**src/rtl/fifo_wr_arbiter.sv**
```systemverilog
// Round-robin write arbiter: picks one requester at a time and pushes its word
// into a FIFO, retrying through normal arbitration when the FIFO rejects it.
module fifo_wr_arbiter #(
  parameter int FIFO_WIDTH = 16,
  parameter int NUM_REQ    = 4
) (
  input  logic                            clk,
  input  logic                            rst_n,
  input  logic [NUM_REQ-1:0]              req,
  input  logic [NUM_REQ*FIFO_WIDTH-1:0]   req_data,
  output logic [NUM_REQ-1:0]              grant,
  output logic                            wr_en,
  output logic [FIFO_WIDTH-1:0]           data_in,
  input  logic                            wr_ack,
  input  logic                            overflow,
  input  logic                            full,
  output logic                            busy,
  output logic [7:0]                      retry_cnt
);

  localparam int IW = (NUM_REQ > 1) ? $clog2(NUM_REQ) : 1;

  typedef enum logic [1:0] {
    IDLE     = 2'd0,
    ISSUE    = 2'd1,
    WAIT_ACK = 2'd2
  } state_e;

  state_e                  state_q, state_d;
  logic [IW-1:0]           owner_q, owner_d;
  logic [IW-1:0]           last_q, last_d;
  logic [FIFO_WIDTH-1:0]   data_q, data_d;
  logic                    wr_en_q, wr_en_d;
  logic [7:0]              retry_q, retry_d;
  logic [NUM_REQ-1:0]      grant_s;
  logic [IW-1:0]           pick_s;
  logic                    accept_s;

  // First requester at or after last+1, wrapping around.
  function automatic logic [IW-1:0] rr_pick(input logic [NUM_REQ-1:0] r,
                                            input logic [IW-1:0]      last);
    logic [IW-1:0] pick;
    logic          found;
    int            idx;
    pick  = last;
    found = 1'b0;
    for (int k = 1; k <= NUM_REQ; k++) begin
      idx   = (int'(last) + k) % NUM_REQ;
      pick  = (!found && r[idx]) ? IW'(idx) : pick;
      found = found | r[idx];
    end
    return pick;
  endfunction

  assign pick_s = rr_pick(req, last_q);
  // A simultaneous overflow overrides an ack, so a rejected word is never granted.
  assign accept_s = wr_ack & ~overflow;

  // Next-state, capture and grant decode.
  always_comb begin
    state_d = state_q;
    owner_d = owner_q;
    last_d  = last_q;
    data_d  = data_q;
    wr_en_d = 1'b0;
    retry_d = retry_q;
    grant_s = '0;
    case (state_q)
      IDLE: begin
        if ((|req) && !full) begin
          owner_d = pick_s;
          data_d  = req_data[int'(pick_s)*FIFO_WIDTH +: FIFO_WIDTH];
          wr_en_d = 1'b1;
          state_d = ISSUE;
        end else begin
          state_d = IDLE;
        end
      end
      ISSUE: begin
        state_d = WAIT_ACK;
      end
      WAIT_ACK: begin
        if (accept_s) begin
          grant_s[owner_q] = 1'b1;
          last_d           = owner_q;
        end else if (retry_q != 8'hFF) begin
          retry_d = retry_q + 8'd1;
        end else begin
          retry_d = retry_q;
        end
        state_d = IDLE;
      end
      default: begin
        state_d = IDLE;
      end
    endcase
  end

  // State and datapath registers.
  always_ff @(posedge clk or negedge rst_n) begin
    if (!rst_n) begin
      state_q <= IDLE;
      owner_q <= '0;
      last_q  <= IW'(NUM_REQ - 1);
      data_q  <= '0;
      wr_en_q <= 1'b0;
      retry_q <= 8'd0;
    end else begin
      state_q <= state_d;
      owner_q <= owner_d;
      last_q  <= last_d;
      data_q  <= data_d;
      wr_en_q <= wr_en_d;
      retry_q <= retry_d;
    end
  end

  // grant must land in the same cycle as wr_ack, so it is decoded, not registered.
  assign grant     = grant_s;
  assign wr_en     = wr_en_q;
  assign data_in   = data_q;
  assign busy      = (state_q != IDLE);
  assign retry_cnt = retry_q;

endmodule

```
**config.mk**
```make
export PLATFORM = sky130hd
export DESIGN_NAME = fifo_wr_arbiter
export DESIGN_NICKNAME = d
export VERILOG_FILES = /design/src/rtl/fifo_wr_arbiter.sv
export SDC_FILE = /design/constraint.sdc
export NUM_CORES = 1
export LEC_CHECK = 0
export CORE_MARGIN = 2
export CORE_UTILIZATION = 41
export CTS_CLUSTER_DIAMETER = 60
export CTS_CLUSTER_SIZE = 12
export DETAILED_ROUTE_END_ITERATION = 6
export GPL_ROUTABILITY_DRIVEN = 1
export PLACE_DENSITY = 0.94
export SYNTH_ARGS = -nofsm -noshare
export SYNTH_HDL_FRONTEND = slang
export SYNTH_SLANG_ARGS = --single-unit
export TNS_END_PERCENT = 50
```
**constraint.sdc**
```tcl
create_clock -name clk -period 5.4 [get_ports clk]
set_input_delay 0.54 -clock clk [delete_from_list [all_inputs] [get_ports clk]]
set_output_delay 0.54 -clock clk [all_outputs]
set_load 0.005 [all_outputs]
```
==> impl_metrics.sql <==
INSERT INTO impl_metrics (metric_group, metric, value, unit) VALUES
('worst_hold_path', 'min_path_type', 'register to register', ''),
('timing', 'achievable-frequency', '368.3', 'MHz'),
('die', 'die_area', '4944', 'µm²'),
('critical_path', 'reg2reg_depth', '5', ''),
('clock_tree', 'clock_tree.buffer_depth', '2', ''),
('logic_synthesis', 'yosys_warning_count', '0', ''),
('timing', 'post-route-min-period', '2715', 'ps'),
('logic_synthesis', 'main_combinational_cell_family_by_area_after_synthesis', 'simple AND/OR/NAND/NOR gates', ''),
('route', 'dr.max_layer_used', 'met4', ''),
('logic_synthesis', 'synth_top_cell_by_area', 'dfrtp_1', ''),
('critical_path', 'worstPathRequired', '5540', 'ps'),
('timing', 'finalSetupTns', '0', 'ps'),
('timing', 'fin_worst_skew', '5.682', 'ps'),
('logic_synthesis', 'synth_adder_area_share', '0.6940', '%'),
('logic_synthesis', 'post_synth.cell_area_avg', '10.02', 'µm²'),
('die', 'core_area', '4294', 'µm²'),
('timing', 'relSlewSlack', '47.88', '%'),
('logic_synthesis', 'synth_top_area_share', '40.25', '%'),
('timing', 'worstMarginPinSlew', '781.9', 'ps'),
('die', 'floorplan.initialDensity', '41.99', '%'),
('worst_hold_path', 'timing.hold.worst_path_depth', '1', ''),
('route', 'detailedRoute.firstPassIterationCount', '4', ''),
('placed_design', 'final_weighted_congestion_in_routability_driven_placement', '0.7651', ''),
('final_layout', 'area_occupied_by_multi_input_gates', '970.9', 'µm²'),
('logic_synthesis', 'post_synth_mux_area_share', '15.34', '%'),
('critical_path', 'crit_fanout', '22', ''),
('logic_synthesis', 'yosys.area_share.xor_xnor', '3.400', '%'),
('final_layout', 'register_area', '778.2', 'µm²'),
('logic_synthesis', 'ys_seq_area_share', '43.16', '%'),
('clock_tree', 'post_cts_resize_count', '0', ''),
('clock_tree', 'clock_latency_at_the_later_pin_of_the_worst_skew_pair', '280', 'ps'),
('route', 'wl_met1', '2082', 'µm'),
('route', 'met3_wirelength', '368', 'µm'),
('worst_hold_path', 'hold_start', 'state_q[1]', ''),
('critical_path', 'reg2reg_from', 'last_q[0]', ''),
('placed_design', 'total_of_buffers_placed_on_input_and_output_ports', '102', ''),
('clock_tree', 'cts_tree', 'yes', ''),
('route', 'dr_total_vias', '1854', ''),
('logic_synthesis', 'synthesis.instances', '180', ''),
('die', 'die_h', '70.32', 'µm'),
('timing', 'grt_setup_unrepaired', 'no', ''),
('timing', 'hold_viol_final', '0', ''),
('clock_tree', 'clk_root_buffer_cell', 'clkbuf_8', ''),
('power', 'static-leakage-power', '1.280', 'nW'),
('clock_tree', 'cts-hold-fix-buffers', '0', ''),
('route', 'detail-route-antenna-nets', '0', ''),
('global_route', 'pin_count_of_the_biggest_net_entering_global_routing', '32', ''),
('final_layout', 'layout_common_cells', 'clkdlybuf4s50_1, nand2_1, dfrtp_1', ''),
('timing', 'final.period_utilization', '50.28', '%'),
('logic_synthesis', 'post_synth_num_cell_types', '40', ''),
('power', 'vdd_ir_drop_max', '0.2619', 'mV'),
('clock_tree', 'clkTransAtPathRegs', '70', 'ps'),
('die', 'pin_count', '103', ''),
('timing', 'setup-violations-final', '0', ''),
('critical_path', 'rr_endpoint', 'data_in[9]', ''),
('final_layout', 'final_layout_size_suffix_gt1_share', '7.774', '%'),
('critical_path', 'critical_path_class', 'input pin to register', ''),
('route', 'finalWirelength', '5453', 'µm'),
('outcome', 'status', 'completed', ''),
('logic_synthesis', 'syn_nets', '254', ''),
('final_layout', 'flow.area_growth_from_synthesis', '64.05', '%'),
('critical_path', 'kind_of_end_point_of_the_critical_path', 'register', ''),
('critical_path', 'r2r_slack', '3170', 'ps'),
('worst_hold_path', 'worst_hold_endpoint', 'state_q[1]', ''),
('route', 'dr_wl_met2', '2771', 'µm'),
('global_route', 'global_route.overflow_total', '0', ''),
('clock_tree', 'post_cts_setup_buffers', '0', ''),
('logic_synthesis', 'synth.area.top_cells', 'dfrtp_1, mux2i_1, nand2_1', ''),
('power', 'power_density', '395.4', 'nW/µm²'),
('die', 'die_w', '70.32', 'µm'),
('placed_design', 'detailedPlacementHpwl', '4158', 'µm');
## power by group
part | switching [mW] | internal, mW
registers | 0.0790 | 0.327
clock network | 0.0889 | 0.116
logic | 0.232 | 0.327
total | 0.400 | 0.770
## routing by layer
| layer | global-route usage, % | vias up |
|---|---|---|
| met5 | 0 | - |
| met3 | 7.937 | 20 |
| met1 | 25.11 | 886 |
| met2 | 37.32 | 70 |
| met4 | 13.68 | 0 |
| li1 | - | 878 |
## cells by family after synthesis
family,count (synthesis)
compound gates,35
simple gates,68
mux,27
xor+xnor,7
flops,31
fa+ha+maj,1
buf+inv,11
## Yosys cell counts (3+ instances only)
library cell / number
mux2i_1: 22
xnor2_1: 4
o31ai_1: 5
nand2b_1: 4
nor2_1: 4
nand2_1: 30
o221ai_1: 11
nor2b_1: 3
buf_2: 4
nand3_1: 5
xor2_1: 3
dfrtp_1: 29
a221o_1: 5
mux2_2: 4
nand4_1: 7
a21oi_1: 5
## final cells by class
type                       count  area share, %
sequential                    31          26.31
timing repair buffer         103          34.77
clock buffer                   7          3.257
tap                           52          2.200
inverter                       3         0.3807
multi-input combinational    138          32.83
clock inverter                 1         0.2538
## worst max-delay path by stage
stage | startpoint | end | slack (ps) | depth (start not counted)
6_report | req[0] | data_in[9] | 2680 | 6
3_5_place_dp | req[0] | data_in[9] | 2400 | 6
3_3_place_gp | req[0] | data_in[9] | 2440 | 6
2_1_floorplan | last_q[1] | data_in[1] | 3420 | 6
5_1_grt | req[0] | data_in[9] | 2470 | 6
4_1_cts | req[0] | data_in[9] | 2710 | 6
## worst max-delay path: stages
cell,delay (ps)
clkdlybuf4s50_1,490
o21a_1,210
o21ai_0,360
nand3_2,660
mux2i_1,420
o221ai_1,170
## state kept, by name, indices dropped and copies added (netlist names)
register	cells
state_q	2
data_in	16
owner_q	2
wr_en	1
retry_cnt	8
last_q	2
## through the flow
stage                     setup WS (ps)  hold WS, ps  cell area (µm²)  power, mW  cells
after floorplan                    3417        244.4             1803     0.6995    180
after global placement             2439        422.6             2854     0.9485    327
after detailed placement           2400        436.0             2854     0.9671    327
after CTS                          2712        449.2             2958      1.176    335
after global routing               2472        480.2             2958      1.250    335
final                              2685        448.5             2958      1.170    335
Power figures use the tool's default switching activity.
